$ cat src/rtl/tss_pkg.sv
// Shared constants, header codes and FSM state type for the TSS byte-stream deserializer.
package tss_pkg;

    localparam int COM_WIDTH_DIV     = 96;
    localparam int TM_WIDTH_DIV      = 32;

    localparam int START_FRAME_BYTES = COM_WIDTH_DIV / 8 + 1;
    localparam int TM_FRAME_BYTES    = TM_WIDTH_DIV / 8 + 1;
    localparam int ABORT_FRAME_BYTES = 2;

    localparam int HEADER_WIDTH      = 8;
    // Sized for the longest frame; the final byte only ever fills its low nibble.
    localparam int COMMAND_WIDTH     = 8 * START_FRAME_BYTES;
    localparam int IDX_WIDTH         = $clog2(START_FRAME_BYTES);

    localparam logic [7:0] START_HEADER    = 8'h5A;
    localparam logic [7:0] STOP_HEADER     = 8'hC3;
    localparam logic [7:0] CONTINUE_HEADER = 8'h3C;
    localparam logic [7:0] ABORT_HEADER    = 8'hF0;

    typedef enum logic [1:0] {
        IDLE    = 2'd0,
        COLLECT = 2'd1,
        EMIT    = 2'd2,
        DRAIN   = 2'd3
    } tss_state_e;

    // Frame length implied by a header byte; zero means the byte is not a header.
    function automatic logic [IDX_WIDTH-1:0] frame_bytes(input logic [7:0] hdr);
        case (hdr)
            START_HEADER:    frame_bytes = IDX_WIDTH'(START_FRAME_BYTES);
            STOP_HEADER:     frame_bytes = IDX_WIDTH'(TM_FRAME_BYTES);
            CONTINUE_HEADER: frame_bytes = IDX_WIDTH'(TM_FRAME_BYTES);
            ABORT_HEADER:    frame_bytes = IDX_WIDTH'(ABORT_FRAME_BYTES);
            default:         frame_bytes = '0;
        endcase
    endfunction

endpackage

$ cat src/rtl/tss_deserializer.sv
// Assembles header-led byte frames into a wide command word and flags malformed frames.
// Define TSS_DESER_ERR_CNT_EN to build the saturating discarded-frame counter.
module tss_deserializer
    import tss_pkg::*;
(
    input  logic                     clk,
    input  logic                     arst,
    input  logic [7:0]               tss_axis_tdata,
    input  logic                     tss_axis_tvalid,
    output logic                     tss_axis_tready,
    input  logic                     tss_axis_tlast,
    output logic [COMMAND_WIDTH-1:0] command_o,
    output logic                     command_valid_o,
    output logic                     frame_err_o,
    output logic [15:0]              err_cnt_o
);

    // Handshake: a byte moves only in a cycle where tvalid and tready are both high;
    // tready is low only in EMIT, so the stream stalls for the single output cycle.

    tss_state_e               state, state_next;
    logic [IDX_WIDTH-1:0]     idx, idx_next;
    logic [IDX_WIDTH-1:0]     len, len_next;
    logic [COMMAND_WIDTH-1:0] shift, shift_next;
    logic                     xfer;
    logic                     cmd_load;
    logic                     err_set;
    logic                     last_byte;
    logic [IDX_WIDTH-1:0]     hdr_len;

    assign tss_axis_tready = (state != EMIT);
    assign xfer            = tss_axis_tvalid && tss_axis_tready;

    always_comb begin
        state_next = state;
        idx_next   = idx;
        len_next   = len;
        shift_next = shift;
        cmd_load   = 1'b0;
        err_set    = 1'b0;
        hdr_len    = frame_bytes(tss_axis_tdata);
        last_byte  = (idx == len - IDX_WIDTH'(1));

        case (state)
            IDLE: begin
                if (xfer) begin
                    if (hdr_len != '0) begin
                        shift_next      = '0;
                        shift_next[7:0] = tss_axis_tdata;
                        len_next        = hdr_len;
                        idx_next        = IDX_WIDTH'(1);
                        if (!tss_axis_tlast) begin
                            state_next = COLLECT;
                        end else if (hdr_len == IDX_WIDTH'(1)) begin
                            cmd_load   = 1'b1;
                            state_next = EMIT;
                        end else begin
                            err_set    = 1'b1;
                            state_next = IDLE;
                        end
                    end else begin
                        err_set    = 1'b1;
                        state_next = tss_axis_tlast ? IDLE : DRAIN;
                    end
                end
            end

            COLLECT: begin
                if (xfer) begin
                    for (int b = 1; b < START_FRAME_BYTES; b++) begin
                        if (idx == IDX_WIDTH'(b)) begin
                            if (last_byte) begin
                                shift_next[8*b +: 8] = {4'h0, tss_axis_tdata[3:0]};
                            end else begin
                                shift_next[8*b +: 8] = tss_axis_tdata;
                            end
                        end
                    end
                    if (last_byte) begin
                        if (tss_axis_tlast) begin
                            cmd_load   = 1'b1;
                            state_next = EMIT;
                        end else begin
                            err_set    = 1'b1;
                            state_next = DRAIN;
                        end
                    end else if (tss_axis_tlast) begin
                        err_set    = 1'b1;
                        state_next = IDLE;
                    end else begin
                        idx_next = idx + IDX_WIDTH'(1);
                    end
                end
            end

            EMIT: begin
                state_next = IDLE;
            end

            DRAIN: begin
                if (xfer && tss_axis_tlast) begin
                    state_next = IDLE;
                end
            end

            default: begin
                state_next = IDLE;
            end
        endcase
    end

    always_ff @(posedge clk) begin
        if (arst) begin
            state           <= IDLE;
            idx             <= '0;
            len             <= '0;
            shift           <= '0;
            command_o       <= '0;
            command_valid_o <= 1'b0;
            frame_err_o     <= 1'b0;
        end else begin
            state           <= state_next;
            idx             <= idx_next;
            len             <= len_next;
            shift           <= shift_next;
            command_valid_o <= cmd_load;
            frame_err_o     <= err_set;
            if (cmd_load) begin
                command_o <= shift_next;
            end
        end
    end

`ifdef TSS_DESER_ERR_CNT_EN
    logic [15:0] err_cnt;

    always_ff @(posedge clk) begin
        if (arst) begin
            err_cnt <= '0;
        end else if (err_set && (err_cnt != 16'hFFFF)) begin
            err_cnt <= err_cnt + 16'd1;
        end
    end

    assign err_cnt_o = err_cnt;
`else
    assign err_cnt_o = '0;
`endif

endmodule

$ cat config.mk
export PLATFORM = sky130hd
export DESIGN_NAME = tss_deserializer
export DESIGN_NICKNAME = d
export VERILOG_FILES = /design/src/rtl/tss_pkg.sv /design/src/rtl/tss_deserializer.sv
export SDC_FILE = /design/constraint.sdc
export NUM_CORES = 1
export LEC_CHECK = 0
export BUFFER_PORTS_ARGS = -buffer_cell sky130_fd_sc_hd__buf_4
export CAP_MARGIN = 10
export CORE_ASPECT_RATIO = 0.8
export CORE_MARGIN = 2
export CORE_UTILIZATION = 60
export CTS_CLUSTER_DIAMETER = 60
export DETAILED_ROUTE_END_ITERATION = 10
export HOLD_SLACK_MARGIN = 0.02
export PLACE_DENSITY = 0.84
export SLEW_MARGIN = 20
export SYNTH_ARGS = -nofsm -noshare
export SYNTH_HDL_FRONTEND = slang
export SYNTH_SLANG_ARGS = --single-unit
export TNS_END_PERCENT = 20
$ cat constraint.sdc
create_clock -name clk -period 7 [get_ports clk]
set_input_delay 0 -clock clk [delete_from_list [all_inputs] [get_ports clk]]
set_output_delay 0 -clock clk [all_outputs]
set_load 0.03 [all_outputs]
# Word-level counts from Yosys, hierarchy flattened
# Index checks and enable logic that the tools add are counted.
dict set report op_classes {
  addsub 2
  n_eq_ne 29
  muxes 52
  n_reduce_logical 9
}
# cell count
set op_table {}
lappend op_table {{104-bit two-way mux} 2}
lappend op_table {{96-bit one-hot mux with 2 select lines} 1}
lappend op_table {{8-bit two-way mux} 14}
lappend op_table {{96-bit two-way mux} 1}
lappend op_table {{4-bit == test (second input constant)} 5}
lappend op_table {{4-bit two-way mux} 5}
lappend op_table {{2-bit two-way mux} 9}
lappend op_table {{4-bit by 3-bit == test with 1-bit output (second input constant)} 4}
lappend op_table {{8-bit == test (second input constant)} 2}
lappend op_table {{1-bit two-way mux} 15}
lappend op_table {{2-bit inequality test (second input constant)} 7}
lappend op_table {{4-bit one-hot mux with 3 select lines} 1}
lappend op_table {{4-bit by 1-bit == test with 1-bit output (second input constant)} 2}
lappend op_table {{4-bit by 2-bit == test with 1-bit output (second input constant)} 2}
lappend op_table {{8-bit by 6-bit == test with 1-bit output (second input constant)} 1}
lappend op_table {{8-bit by 7-bit == test with 1-bit output (second input constant)} 1}
lappend op_table {{2-bit one-hot mux with 4 select lines} 1}
lappend op_table {{4-bit one-hot mux with 2 select lines} 1}
lappend op_table {{6-bit AND reduction} 1}
lappend op_table {{4-bit by 1-bit adder with 4-bit output (second input constant)} 1}
lappend op_table {{2-bit == test (second input constant)} 2}
lappend op_table {{4-bit == test} 1}
lappend op_table {{1-bit one-hot mux with 2 select lines} 2}
lappend op_table {{4-bit AND reduction} 1}
lappend op_table {{other kinds (9)} 10}
dict set report totals {
  register_bits 220
  word_cells 99
}

# Longest topological paths before layout
dict set report logic_depth {
  word_depth 9
  depth_mapped 12
  ltp_nobuf 10
}

# Worst setup path before layout
# No wires, ideal clock.
dict set report synth_path {
  path_type {register -> register}
  startpoint {reg len[2]}
  endpoint {reg command_o[103]}
  arrival_ns 2.352
  t_required_ns 6.863
  slack_ns 4.511
  stages_incl_launch_ff 12
  path_buffers 3
  synth_period_minus_slack_ns 2.489
  cell_sequence {dfxtp_1 inv_1 ha_1 xor2_1 nand4_1 inv_1 ha_1 and3_1 clkbuf_1 clkbuf_1 clkbuf_1 a211oi_1}
}
dict set report synth_between {
  elab_chain_len 6
}
# item line_no
set synth_lines {}
lappend synth_lines {{start: declaration} tss_deserializer.sv:23} ;# logic [IDX_WIDTH-1:0] len, len_next;
lappend synth_lines {{start signal: assignment} tss_deserializer.sv:124} ;# len <= len_next;
lappend synth_lines {{4-bit by 1-bit subtractor with 4-bit output *} tss_deserializer.sv:42} ;# last_byte = (idx == len - IDX_WIDTH'(1));
lappend synth_lines {{4-bit == test *} tss_deserializer.sv:42}
lappend synth_lines {{8-bit two-way mux} tss_deserializer.sv:72} ;# if (last_byte) begin
lappend synth_lines {{8-bit two-way mux} tss_deserializer.sv:71} ;# if (idx == IDX_WIDTH'(b)) begin
lappend synth_lines {{96-bit two-way mux} tss_deserializer.sv:69} ;# if (xfer) begin
lappend synth_lines {{96-bit one-hot mux with 2 select lines} tss_deserializer.sv:44} ;# case (state)
lappend synth_lines {{end signal: assignment} tss_deserializer.sv:129} ;# command_o <= shift_next;
lappend synth_lines {{end: declaration} tss_deserializer.sv:12} ;# output logic [COMMAND_WIDTH-1:0] command_o,
# Mark *: on every way between the ends. The rest lies on a longest branch, timed or not.
# A chain may end at the register's enable or synchronous reset.

# Worst setup path in the final report
dict set report layout_path {
  startpoint {reg len[2]}
  endpoint {reg command_o[81]}
}
dict set report layout_between {
  elab_chain_len 5
}
# item line_no
set layout_lines {}
lappend layout_lines {{4-bit by 1-bit subtractor with 4-bit output} tss_deserializer.sv:42}
lappend layout_lines {{4-bit == test} tss_deserializer.sv:42}
lappend layout_lines {{1-bit two-way mux} tss_deserializer.sv:79} ;# if (last_byte) begin
lappend layout_lines {{1-bit two-way mux} tss_deserializer.sv:69}
lappend layout_lines {{1-bit one-hot mux with 2 select lines} tss_deserializer.sv:44}
# No other way between the ends.

==> impl_metrics.xml <==
<?xml version="1.0" encoding="UTF-8"?>
<metrics>
  <group name="logic_synthesis">
    <metric name="synth-compound-area-share" unit="%">19.12</metric>
    <metric name="synth_area_leaders" unit="">sky130_fd_sc_hd__dfxtp_1 (53%), sky130_fd_sc_hd__nor2_1 (9.0%), sky130_fd_sc_hd__a211oi_1 (8.6%)</metric>
    <metric name="post-synth-top-count-cell" unit="">sky130_fd_sc_hd__dfxtp_1</metric>
    <metric name="yosysSeqAreaShare" unit="%">52.56</metric>
    <metric name="xor_xnor_fraction_of_synth_area" unit="%">0.5850</metric>
    <metric name="commonest_cells_in_the_synthesized_netlist" unit="">sky130_fd_sc_hd__dfxtp_1 (219), sky130_fd_sc_hd__nor2_1 (201), sky130_fd_sc_hd__a211oi_1 (96)</metric>
    <metric name="synth.largest_area_cell" unit="">sky130_fd_sc_hd__dfxtp_1</metric>
    <metric name="synth_top_family_by_area" unit="">simple AND/OR/NAND/NOR gates</metric>
    <metric name="synth-adder-area-share" unit="%">1.350</metric>
    <metric name="synth_enable_flop_cells" unit="">0</metric>
    <metric name="synthFlopType" unit="">sky130_fd_sc_hd__dfxtp_1</metric>
    <metric name="synth_top_area_share" unit="%">52.56</metric>
    <metric name="synth_area" unit="um^2">8342</metric>
    <metric name="synth.distinct_cells" unit="">40</metric>
    <metric name="syn-instance-count" unit="">924</metric>
    <metric name="ys_seq_elements" unit="">219</metric>
    <metric name="yosys.area_share.simple" unit="%">19.98</metric>
    <metric name="synth_async_sr_flop_share" unit="%">0</metric>
    <metric name="synthesis.yosys.warnings" unit="">0</metric>
    <metric name="avgSynthCellArea" unit="um^2">9.028</metric>
    <metric name="yosys-mux-area-fraction" unit="%">0.7200</metric>
  </group>
  <group name="cts">
    <metric name="cts_repair_resize_count" unit="">0</metric>
    <metric name="postCtsHoldBufs" unit="">11</metric>
    <metric name="cts.reportedPaths.clkPinSlew" unit="ns">0.06</metric>
    <metric name="clk_latency" unit="ns">0.49</metric>
    <metric name="cts.sink_count" unit="">219</metric>
    <metric name="cts_buf_count" unit="">21</metric>
    <metric name="clock_path_buffers" unit="">3</metric>
    <metric name="tritoncts_clock_tree" unit="">built</metric>
    <metric name="post_cts.repair.setup_buffers" unit="">0</metric>
    <metric name="cts_root_buf" unit="">sky130_fd_sc_hd__clkbuf_16</metric>
    <metric name="h_tree_depth" unit="">1</metric>
  </group>
  <group name="global_route">
    <metric name="grt_max_degree" unit="">139</metric>
    <metric name="grt_pass1_wl" unit="um">32070</metric>
    <metric name="grt_overflow_total" unit="">0</metric>
    <metric name="vias_in_the_first_global_route" unit="">6381</metric>
    <metric name="initial_antenna_violation_count" unit="">1</metric>
    <metric name="met3_usage" unit="%">4.564</metric>
    <metric name="global_route.usage.total" unit="%">26.65</metric>
    <metric name="global_route_track_usage_on_met1" unit="%">36.54</metric>
    <metric name="highest_utilization_routing_layer_at_the_global_route_stage" unit="">met2</metric>
    <metric name="met2_usage" unit="%">42.97</metric>
  </group>
  <group name="routing">
    <metric name="post_drt_wl_per_cell" unit="um">16.95</metric>
    <metric name="drc" unit="">0</metric>
    <metric name="detail_route.vias_per_cell" unit="">5.946</metric>
    <metric name="firstDrtPassIters" unit="">5</metric>
    <metric name="vias" unit="">7111</metric>
    <metric name="wirelength" unit="um">20280</metric>
    <metric name="antenna_violating_nets_post_route" unit="">0</metric>
    <metric name="drt_iter0_drc" unit="">642</metric>
  </group>
  <group name="setup_path">
    <metric name="worst_setup_path_end_kind" unit="">flop</metric>
    <metric name="startpoint_type" unit="">flop</metric>
    <metric name="cp_data_required_time" unit="ns">7.39</metric>
    <metric name="criticalPathCategory" unit="">flop to flop</metric>
    <metric name="worst-r2r-setup-slack" unit="ns">3.67</metric>
    <metric name="crit_arrival" unit="ns">3.72</metric>
    <metric name="critical_path_fanout_max" unit="">84</metric>
  </group>
  <group name="timing">
    <metric name="worst_pin_slew" unit="ns">1.031</metric>
    <metric name="hold_slack" unit="ns">0.04414</metric>
    <metric name="timing.final.crit_share" unit="%">47.52</metric>
    <metric name="max_slew_margin" unit="%">31.25</metric>
    <metric name="fin_skew" unit="ns">0.01375</metric>
    <metric name="setup_viol" unit="">0</metric>
    <metric name="max_clock_freq" unit="MHz">300.6</metric>
    <metric name="final-hold-violation-count" unit="">0</metric>
    <metric name="final_period_minus_worst_setup_slack" unit="ns">3.327</metric>
    <metric name="final_max_slew_viol_count" unit="">0</metric>
    <metric name="unrepaired_setup_endpoints_after_global_routing" unit="">no</metric>
    <metric name="final.setup.tns" unit="ns">0</metric>
  </group>
  <group name="power_and_ir_drop">
    <metric name="vdd_ir_drop_max" unit="uV">156.6</metric>
    <metric name="power_leakage" unit="nW">3.874</metric>
    <metric name="p_clk_share" unit="%">46.2</metric>
    <metric name="internal_power" unit="mW">1.973</metric>
    <metric name="pwr-share-seq" unit="%">49.8</metric>
    <metric name="power-per-cell-area" unit="nW/um^2">252.5</metric>
    <metric name="post-layout-total-power" unit="mW">2.518</metric>
    <metric name="swShare" unit="%">21.65</metric>
    <metric name="power_frac_comb" unit="%">4.0</metric>
    <metric name="switching_power" unit="mW">0.5452</metric>
  </group>
  <group name="finish">
    <metric name="finish.utilization" unit="%">73.61</metric>
    <metric name="final_design_area_no_fill" unit="um^2">9975</metric>
    <metric name="layout-drive-gt1-share" unit="%">16.45</metric>
    <metric name="final_stage_net_count" unit="">1023</metric>
    <metric name="areaGrowthSynthToFinish" unit="%">19.57</metric>
  </group>
  <group name="floorplan">
    <metric name="initial_utilization" unit="%">61.56</metric>
    <metric name="chipWidth" unit="um">135.8</metric>
    <metric name="boundary_pins" unit="">135</metric>
    <metric name="die_area" unit="um^2">14870</metric>
    <metric name="floorplan.rows" unit="">38</metric>
    <metric name="dieHeight" unit="um">109.5</metric>
    <metric name="core-area" unit="um^2">13550</metric>
  </group>
  <group name="place">
    <metric name="placement.cell_area" unit="um^2">9131</metric>
    <metric name="gpl.final_weighted_congestion" unit="">0.9180</metric>
    <metric name="post-dp-hpwl" unit="um">12060</metric>
    <metric name="io_buffer_count" unit="">118</metric>
  </group>
  <group name="flow_run">
    <metric name="drv.max_cap_violation_count" unit="">0</metric>
  </group>
  <group name="min_path">
    <metric name="hp-class" unit="">input port to flop</metric>
  </group>
  <group name="run_status">
    <metric name="status" unit="">finished, final reports clean</metric>
  </group>
</metrics>
[sequential cells by signal (all words and copies together), names as in the netlist]
signal	count
command_o	104
shift	104
idx	4
len	3
state	2
command_valid_o	1
frame_err_o	1
[power by group through the flow]
stage | combinational [mW] | clock, mW | sequential, mW
after floorplan | 0.0742 | 0 | 1.28
after global placement | 0.0926 | 0 | 1.28
after detailed placement | 0.0931 | 0 | 1.28
after CTS | 0.0990 | 1.18 | 1.25
after global routing | 0.107 | 1.23 | 1.25
final | 0.101 | 1.16 | 1.25
[final cells by class]
cell class / count / area [um^2]
multi-input combinational: 617 / 3565
fill: 1003 / 3576
antenna: 1 / 2.502
tap: 180 / 225.2
inverter: 8 / 30.03
sequential: 219 / 4384
clock buffer: 27 / 588.1
timing repair buffer: 135 / 1057
clock inverter: 9 / 122.6
[kinds of logic after synthesis]
| group | after synthesis |
|---|---|
| XOR/XNOR | 4 |
| AO/OA/AOI/OAI | 221 |
| other | 1 |
| adder cells (fa/ha/maj) | 9 |
| AND/OR/NAND/NOR | 361 |
| multiplexers | 6 |
| flip-flops | 219 |
| buffers and inverters | 103 |
[cells in the final DEF (no fill, tap or decap), drive strengths merged, types with 3 or more instances in the layout]
cell type    instances
a31oi               50
clkbuf              27
xor2                 3
bufinv               3
dfxtp              219
a21oi               22
nor4bb               4
mux2i                6
ha                   9
nor2b                6
buf                124
or2                  3
nand3               12
inv                  8
nor3b                3
nor4                 6
clkinv               5
nor3                18
and2                21
or3                  3
nor2               201
a22oi                5
and3                29
a32oi               41
conb                16
dlygate4sd3         11
nand2               44
nand2b               5
a211oi              96
[metrics by stage]
| step | cells | worst slack, ns |
|---|---|---|
| 2_1_floorplan | 939 | 4.511 |
| 3_3_place_gp | 1147 | 3.479 |
| 3_5_place_dp | 1147 | 3.351 |
| 4_1_cts | 1194 | 3.256 |
| 5_1_grt | 1196 | 3.317 |
| 6_report | 1196 | 3.673 |
[critical path: stages (launching register included)]
cell and delay, ns:
sky130_fd_sc_hd__dfxtp_1 0.34, sky130_fd_sc_hd__inv_1 0.08, sky130_fd_sc_hd__ha_1 0.31, sky130_fd_sc_hd__xor2_1 0.13, sky130_fd_sc_hd__nand4_1 0.24, sky130_fd_sc_hd__inv_1 0.26, sky130_fd_sc_hd__ha_1 0.20, sky130_fd_sc_hd__and3_4 0.55
sky130_fd_sc_hd__buf_4 0.70, sky130_fd_sc_hd__nor2_1 0.10, sky130_fd_sc_hd__a211oi_1 0.26
[path summary, 6_finish.rpt]
path                               start       endpoint  cells after the start
worst max-delay path              len[2]  command_o[81]                     10
worst min-delay path                arst      shift[70]                      2
worst max register to register    len[2]  command_o[81]                     10
worst min register to register  shift[1]   command_o[1]                      2
[per-layer routing]
layer | vias up | share of wire, %
met5 | - | 0
met4 | 0 | 2.8
met3 | 46 | 7.1
met2 | 248 | 46
met1 | 3374 | 44
li1 | 3443 | -
(Power assumes the default switching activity.)
